==> src/rtl/pipe_ctrl_pkg.sv <==
// Shared types and constants for the pipeline stall/flush sequencer.
//   pipe_state_e   : multi-cycle occupancy FSM states
//   MC_LAT_DEFAULT : default EX latency of a multi-cycle op
//   cnt_w_for()    : minimum timer width able to hold a given latency
// Optional feature macro used by pipeline_ctrl: PIPE_CTRL_PERF_EN.
package pipe_ctrl_pkg;

  typedef enum logic {
    RUN     = 1'b0,
    MC_WAIT = 1'b1
  } pipe_state_e;

  localparam int MC_LAT_DEFAULT = 4;

  // Timer width needed for a multi-cycle latency; never below one bit.
  function automatic int cnt_w_for(input int lat);
    int w;
    w = $clog2(lat);
    return (w < 1) ? 1 : w;
  endfunction

endpackage

==> src/rtl/mc_timer.sv <==
// Saturating down-counter that times a multi-cycle EX op.
// Ports:
//   clk, rst   clock, synchronous active-high reset (cnt -> 0)
//   load       load load_val this cycle (wins over dec)
//   load_val   value loaded on load
//   dec        decrement by one; holds at zero
//   cnt        current count
//   done       cnt == 0
module mc_timer
  import pipe_ctrl_pkg::*;
#(
  parameter int CNT_W = 3
) (
  input  logic             clk,
  input  logic             rst,
  input  logic             load,
  input  logic [CNT_W-1:0] load_val,
  input  logic             dec,
  output logic [CNT_W-1:0] cnt,
  output logic             done
);

  logic [CNT_W-1:0] cnt_q, cnt_d;

  always_comb begin
    cnt_d = cnt_q;
    if (load)                    cnt_d = load_val;
    else if (dec && cnt_q != '0) cnt_d = cnt_q - 1'b1;
  end

  always_ff @(posedge clk) begin
    if (rst) cnt_q <= '0;
    else     cnt_q <= cnt_d;
  end

  assign cnt  = cnt_q;
  assign done = (cnt_q == '0);

endmodule

==> src/rtl/pipeline_ctrl.sv <==
// Central stall/flush sequencer for the 5-stage pipeline (F, D, EX, MEM, WB).
// Merges load-use stall, EX branch redirect, multi-cycle EX ops and data
// memory wait into per-register enable/flush controls.
// Ports:
//   clk, rst            clock, synchronous active-high reset
//   ld_use_stall        load-use hazard on the D-stage instruction
//   br_taken            EX instruction redirects the PC (level)
//   ex_mc               EX holds a multi-cycle op (level)
//   mem_req, mem_ready  MEM access request / completion
//   *_en, *_flush       per pipeline register enable / NOP insert
//   mc_busy             FSM is in MC_WAIT
// Optional (macro PIPE_CTRL_PERF_EN): stall_cycles, flush_events, mc_ops
//   32-bit wrapping performance counters.
// All control outputs are combinational from state and inputs.
module pipeline_ctrl
  import pipe_ctrl_pkg::*;
#(
  parameter int MC_LAT = MC_LAT_DEFAULT,
  parameter int CNT_W  = 3
) (
  input  logic        clk,
  input  logic        rst,
  input  logic        ld_use_stall,
  input  logic        br_taken,
  input  logic        ex_mc,
  input  logic        mem_req,
  input  logic        mem_ready,
  output logic        pc_en,
  output logic        fd_en,
  output logic        dex_en,
  output logic        exmem_en,
  output logic        memwb_en,
  output logic        fd_flush,
  output logic        dex_flush,
  output logic        exmem_flush,
  output logic        memwb_flush,
  output logic        mc_busy
`ifdef PIPE_CTRL_PERF_EN
  ,
  output logic [31:0] stall_cycles,
  output logic [31:0] flush_events,
  output logic [31:0] mc_ops
`endif
);

  pipe_state_e      state_q, state_d;
  logic             mem_hold;
  logic             mc_enter;
  logic             mc_done;
  logic [CNT_W-1:0] cnt;

  assign mem_hold = mem_req & ~mem_ready;
  // Entry is deferred while MEM holds, so the timer only starts once the
  // op is actually locked into EX.
  assign mc_enter = (state_q == RUN) & ex_mc & ~mem_hold;

  mc_timer #(.CNT_W(CNT_W)) u_timer (
    .clk      (clk),
    .rst      (rst),
    .load     (mc_enter),
    .load_val (CNT_W'(MC_LAT - 2)),
    .dec      (state_q == MC_WAIT),
    .cnt      (cnt),
    .done     (mc_done)
  );

  // Occupancy FSM. The entry cycle plus MC_LAT-2 countdown cycles stall EX;
  // the release cycle lets EX advance, giving MC_LAT cycles in total.
  always_comb begin
    state_d = state_q;
    case (state_q)
      RUN:     if (mc_enter)             state_d = MC_WAIT;
      MC_WAIT: if (mc_done && !mem_hold) state_d = RUN;
      default:                           state_d = RUN;
    endcase
  end

  always_ff @(posedge clk) begin
    if (rst) state_q <= RUN;
    else     state_q <= state_d;
  end

  // Priority mux. A branch is only acted on once nothing above it holds EX,
  // so the level br_taken naturally defers the flush to the advancing cycle.
  always_comb begin
    pc_en       = 1'b1;
    fd_en       = 1'b1;
    dex_en      = 1'b1;
    exmem_en    = 1'b1;
    memwb_en    = 1'b1;
    fd_flush    = 1'b0;
    dex_flush   = 1'b0;
    exmem_flush = 1'b0;
    memwb_flush = 1'b0;
    if (rst) begin
      // defaults: everything enabled, nothing flushed
    end else if (mem_hold) begin
      pc_en       = 1'b0;
      fd_en       = 1'b0;
      dex_en      = 1'b0;
      exmem_en    = 1'b0;
      memwb_en    = 1'b0;
      memwb_flush = 1'b1; // keep WB from retiring the same instruction twice
    end else if ((state_q == MC_WAIT && !mc_done) || (state_q == RUN && ex_mc)) begin
      pc_en       = 1'b0;
      fd_en       = 1'b0;
      dex_en      = 1'b0;
      exmem_en    = 1'b0;
      exmem_flush = 1'b1; // bubble into MEM while EX is busy
    end else if (br_taken) begin
      fd_flush    = 1'b1;
      dex_flush   = 1'b1; // also squashes any load-use stalled D instruction
    end else if (ld_use_stall) begin
      pc_en       = 1'b0;
      fd_en       = 1'b0;
      dex_flush   = 1'b1;
    end
  end

  assign mc_busy = ~rst & (state_q == MC_WAIT);

`ifdef PIPE_CTRL_PERF_EN
  logic [31:0] stall_cycles_q, stall_cycles_d;
  logic [31:0] flush_events_q, flush_events_d;
  logic [31:0] mc_ops_q,       mc_ops_d;

  // fd_flush has no source other than a taken branch.
  always_comb begin
    stall_cycles_d = stall_cycles_q + {31'd0, ~pc_en};
    flush_events_d = flush_events_q + {31'd0, fd_flush};
    mc_ops_d       = mc_ops_q       + {31'd0, mc_enter};
  end

  always_ff @(posedge clk) begin
    if (rst) begin
      stall_cycles_q <= '0;
      flush_events_q <= '0;
      mc_ops_q       <= '0;
    end else begin
      stall_cycles_q <= stall_cycles_d;
      flush_events_q <= flush_events_d;
      mc_ops_q       <= mc_ops_d;
    end
  end

  assign stall_cycles = stall_cycles_q;
  assign flush_events = flush_events_q;
  assign mc_ops       = mc_ops_q;
`endif

endmodule

==> config.mk <==
export PLATFORM = sky130hd
export DESIGN_NAME = pipeline_ctrl
export DESIGN_NICKNAME = d
export VERILOG_FILES = /design/src/rtl/pipe_ctrl_pkg.sv /design/src/rtl/mc_timer.sv /design/src/rtl/pipeline_ctrl.sv
export SDC_FILE = /design/constraint.sdc
export NUM_CORES = 1
export LEC_CHECK = 0
export CAP_MARGIN = 20
export CORE_AREA = 2 2 39 41
export CTS_CLUSTER_SIZE = 16
export DETAILED_ROUTE_END_ITERATION = 10
export DIE_AREA = 0 0 41 43
export HOLD_SLACK_MARGIN = 0.12
export SLEW_MARGIN = 25
export SYNTH_ARGS = -nofsm -noshare
export SYNTH_HDL_FRONTEND = slang
export SYNTH_SLANG_ARGS = --single-unit
==> constraint.sdc <==
create_clock -name clk -period 2 [get_ports clk]
set_clock_uncertainty 0.15 [all_clocks]
set_input_delay 0.2 -clock clk [delete_from_list [all_inputs] [get_ports clk]]
set_output_delay 0.2 -clock clk [all_outputs]
set_load 0.02 [all_outputs]
; Word level (Yosys, flattened, before mapping)
; Index checks and enable logic that the tools add are counted.
; Widths: inputs -> output; s select.
[word_totals]
ff_bits = 4
word_cells = 52
[op_classes]
bitwise = 8
n_addsub = 1
reduce_logical = 11
mux = 29
[op_table]
columns = operator, count
row1 = $mux 1, 26
row2 = $and 1x1->1, 4
row3 = $logic_and 1x1->1, 4
row4 = $mux 2, 2
row5 = $not 1->1, 4
row6 = $logic_not 3->1, 1
row7 = $reduce_bool 3->1, 1
row8 = $sub 3x1->3 const B, 1
row9 = $logic_not 1->1, 2
row10 = $pmux 1 s2, 1
row11 = $reduce_bool 2->1, 1
row12 = $reduce_or 2->1, 1
row13 = $logic_or 1x1->1, 1

; Depth between registers and ports, before layout
[depth]
depth_word = 7
ltp_mapped = 6
depth_no_buf = 5

; Cells and area by module
; From an unflattened synthesis, not the netlist that was laid out.
[unflattened]
hier_cells = 45
area_unflattened_um2 = 352.8
[by_module_without_submodules]
columns = module, cells_each, n_inst, area_each_um2, seq_area_each_um2
row1 = mc_timer, 21, 1, 182.7, 60.1
row2 = pipeline_ctrl, 24, 1, 170.2, 20.0

; Worst setup path after synthesis
; Ideal clock, no wire load.
[synth_timing]
path_kind = reg2out
start = register u_timer.cnt_q[0] (netlist: u_timer.cnt[0])
end = output port dex_flush
path_buffers = 0
path_stages_with_launch = 6
slack_ps = 349
arrival_time_ps = 1301
required_ps = 1650
path_cell_list = dfxtp_1 -> inv_1 -> ha_1 -> nand2b_4 -> a211oi_2 -> nor3b_2
[synth_between]
elab_chain_len = 7
[synth_lines]
columns = item, line_no
row1 = start: declaration, mc_timer.sv:23  ; logic [CNT_W-1:0] cnt_q, cnt_d;
row2 = start signal: assignment, mc_timer.sv:33  ; else cnt_q <= cnt_d;
row3 = $logic_not 3->1, mc_timer.sv:37  ; assign done = (cnt_q == '0);
row4 = $logic_not 1->1, pipeline_ctrl.sv:104  ; end else if ((state_q == MC_WAIT && !mc_done) || (state_q == RUN && ex_mc)) begin
row5 = $logic_and 1x1->1, pipeline_ctrl.sv:104
row6 = $logic_or 1x1->1, pipeline_ctrl.sv:104
row7 = $mux 1, pipeline_ctrl.sv:104
row8 = $mux 1, pipeline_ctrl.sv:97  ; end else if (mem_hold) begin
row9 = $mux 1, pipeline_ctrl.sv:95  ; if (rst) begin
row10 = end: declaration, pipeline_ctrl.sv:34  ; output logic dex_flush,
; Every way passes these cells.

; Final worst setup path
[layout_timing]
start = register u_timer.cnt_q[1] (netlist: u_timer.cnt[1])
end = output port fd_en
[layout_between]
elab_chain_len = 7
[layout_lines]
columns = item, line_no
row1 = $logic_not 3->1, mc_timer.sv:37
row2 = $logic_not 1->1, pipeline_ctrl.sv:104
row3 = $logic_and 1x1->1, pipeline_ctrl.sv:104
row4 = $logic_or 1x1->1, pipeline_ctrl.sv:104
row5 = $mux 1, pipeline_ctrl.sv:104
row6 = $mux 1, pipeline_ctrl.sv:97
row7 = $mux 1, pipeline_ctrl.sv:95
row8 = end: declaration, pipeline_ctrl.sv:29  ; output logic fd_en,
; Every way passes these cells.

==> run metrics <==
Layout area overhead 65.60%; routed wire length 778 um; Die Span Y 43 um; final net count 75; count leader, synth dfxtp_1; # clock sinks 4; Post-synth top flop dfxtp_1; crit-path cells inv_1, ha_2, nand2b_4, a211oi_4, a21o_2, clkdlybuf4s15_2; GR Overflow Total 0; minimum clock period 1.917 ns; GRT Resource Usage Total 0.1142; critical path type reg2out; Setup crit end fd_en; ANT nets after route 0; overall power 324.2 uW; gpl congestion 0.7296; Synth top area share 0.2270; ANT cells 0; flops & latches, synth 4; max_cap viols 0; synthesized area per cell 8.821 sq um; EDFF count, synth 0; layout cell share with drive strength beyond 1 0.4531; DRC 0; Core Area 1384 sq um; pins over their slew limit 0; Clk Latency, worst-skew pair 0.23 ns; slowest library cell on the worst path dfxtp_1; largest cells by area after synthesis dfxtp_1, ha_1, nand2b_1; Reg2Reg Setup Slack 0.56 ns; CTS Hold Bufs 0; antenna violations before repair 0; run status completed; Worst Path Required 1.65 ns; First DRT Iteration DRCs 4; WP buf/inv 2; Leak Pwr 0.2673 nW; reg2reg start u_timer.cnt[1]$_SDFFE_PP0P_; setup_tns 0 ns; max incr delay on CP 0.30 ns; highest clock rate 521.7 MHz; number of port buffers 16; vias 353; Critical path origin u_timer.cnt[1]$_SDFFE_PP0P_; cell area after synthesis 352.8 sq um; startpoint types register; Crit path max-delay family compound AO/OA/AOI/OAI gates; 1st-pass router iterations 2; H-Tree Depth 1; worst IR drop on VDD 0.0001670 V; Crit Reg-Reg Endpoint u_timer.cnt[0]$_SDFFE_PP0P_; Avg WL per Cell 9.725 um; CTS Buffer Depth 2; CP Depth 6; Synth area leader dfxtp_1; chip width 41 um; cells after synthesis 40; post-CTS setup repair buffer count 0; post-DR vias/cell 4.413; Post-synth top cells dfxtp_1, inv_1, nand2b_1; largest net degree at the start of global routing 10; Cell variety after synth 27; Die ar. 1763 sq um; worst-path fanout max 4; hold slack 0.4239 ns; number of global-route vias before repair 350; Reg2Reg Depth 6; cell area after layout 584.3 sq um; setup violators final 0; slew margin rel. 0.8079; unrepaired setup endpoints after global routing false; WP data arrival 1.57 ns; worst-margin pin slew 0.2872 ns; DP HPWL 628.9 um; clock root buffer clkbuf_4; first-pass GRT wire length 1366 um; Hold WC Path Type reg2reg; Ys Warns 0; period utilization 0.9585; ys async rst share 0; initial core utilization 0.2550; Mapped Nets 49; CTS tree built; Clock transition at path regs 0.04 ns; CTS Buf Count 3; sequential area share after synthesis 0.2270; Rows 14; DP Area 570.5 sq um; Final Hold Fails 0; IO Count 17; CTS resizes 19; pwr dens 554.9 nW/um^2; Worst setup EP type output port
-- metrics by stage --
step | util | instances | setup slack, ns
floorplan | - | 40 | 0.3487
global placement | 0.4123 | 77 | -0.1573
detailed placement | 0.4123 | 77 | -0.1875
CTS | 0.4313 | 80 | -0.01566
global route | 0.4222 | 80 | 0.01474
finish | 0.4222 | 80 | 0.08308
-- worst reg2reg max path, stage by stage (launching register included) --
cell and delay, ns:
dfxtp_1 0.30, inv_1 0.07, ha_2 0.20, nand2b_4 0.07, buf_4 0.16, a21o_1 0.17, a221oi_1 0.22
-- layout make-up --
cell class                      count  area, sq um
Inverter                            3        11.26
Sequential cell                     4        80.08
Fill cell                         157        799.5
Timing Repair Buffer               25        206.4
Clock buffer                        3        22.52
Tap cell                           16        20.02
Multi-Input combinational cell     29        244.0
-- metal layers --
| metal | share of wire | vias to the layer above | global-route usage |
|---|---|---|---|
| li1 | - | 186 | - |
| met1 | 0.42 | 155 | 0.1342 |
| met2 | 0.49 | 10 | 0.1625 |
| met3 | 0.071 | 2 | 0.02618 |
| met4 | 0.013 | 0 | 0.1000 |
| met5 | 0 | - | 0 |
-- registers in the layout, indices dropped and copies added, names as in the netlist --
signal / flops
state_q: 1
u_timer.cnt: 3
-- power breakdown --
part / internal, mW / total, mW / switching, mW
logic: 0.0700 / 0.137 / 0.0668
registers: 0.0855 / 0.0893 / 0.00376
clock network: 0.0670 / 0.0981 / 0.0311
-- worst min-delay path by stage --
stage | from | end | cells past startpoint
2_1_floorplan | mem_req | u_timer.cnt[2]$_SDFFE_PP0P_ | 2
3_3_place_gp | u_timer.cnt[2]$_SDFFE_PP0P_ | u_timer.cnt[2]$_SDFFE_PP0P_ | 2
3_5_place_dp | u_timer.cnt[2]$_SDFFE_PP0P_ | u_timer.cnt[2]$_SDFFE_PP0P_ | 2
4_1_cts | u_timer.cnt[2]$_SDFFE_PP0P_ | u_timer.cnt[2]$_SDFFE_PP0P_ | 2
5_1_grt | u_timer.cnt[2]$_SDFFE_PP0P_ | u_timer.cnt[2]$_SDFFE_PP0P_ | 2
6_report | u_timer.cnt[2]$_SDFFE_PP0P_ | u_timer.cnt[2]$_SDFFE_PP0P_ | 2
-- layout by cell type (no fill, tap or decap), types with 2 or more instances in the layout --
cell type,instances
buf_4,9
clkdlybuf4s50_1,7
dfxtp_1,4
inv_1,3
nand2b_1,3
clkbuf_4,3
clkbuf_2,3
a21oi_1,2
nor2_1,2
nand2_1,2
clkdlybuf4s15_2,2
buf_2,2
-- cell families (layout without fill, tap and decap cells) --
family,Yosys count,in the layout,synth area share
flip-flops,4,4,0.2270
AO/OA/AOI/OAI,10,10,0.2376
AND/OR/NAND/NOR,16,16,0.3191
multiplexers,1,1,0.02837
adder cells (fa/ha/maj),2,2,0.07091
buffers and inverters,7,31,0.1170
Note: power is estimated with default switching activity, not from simulation.
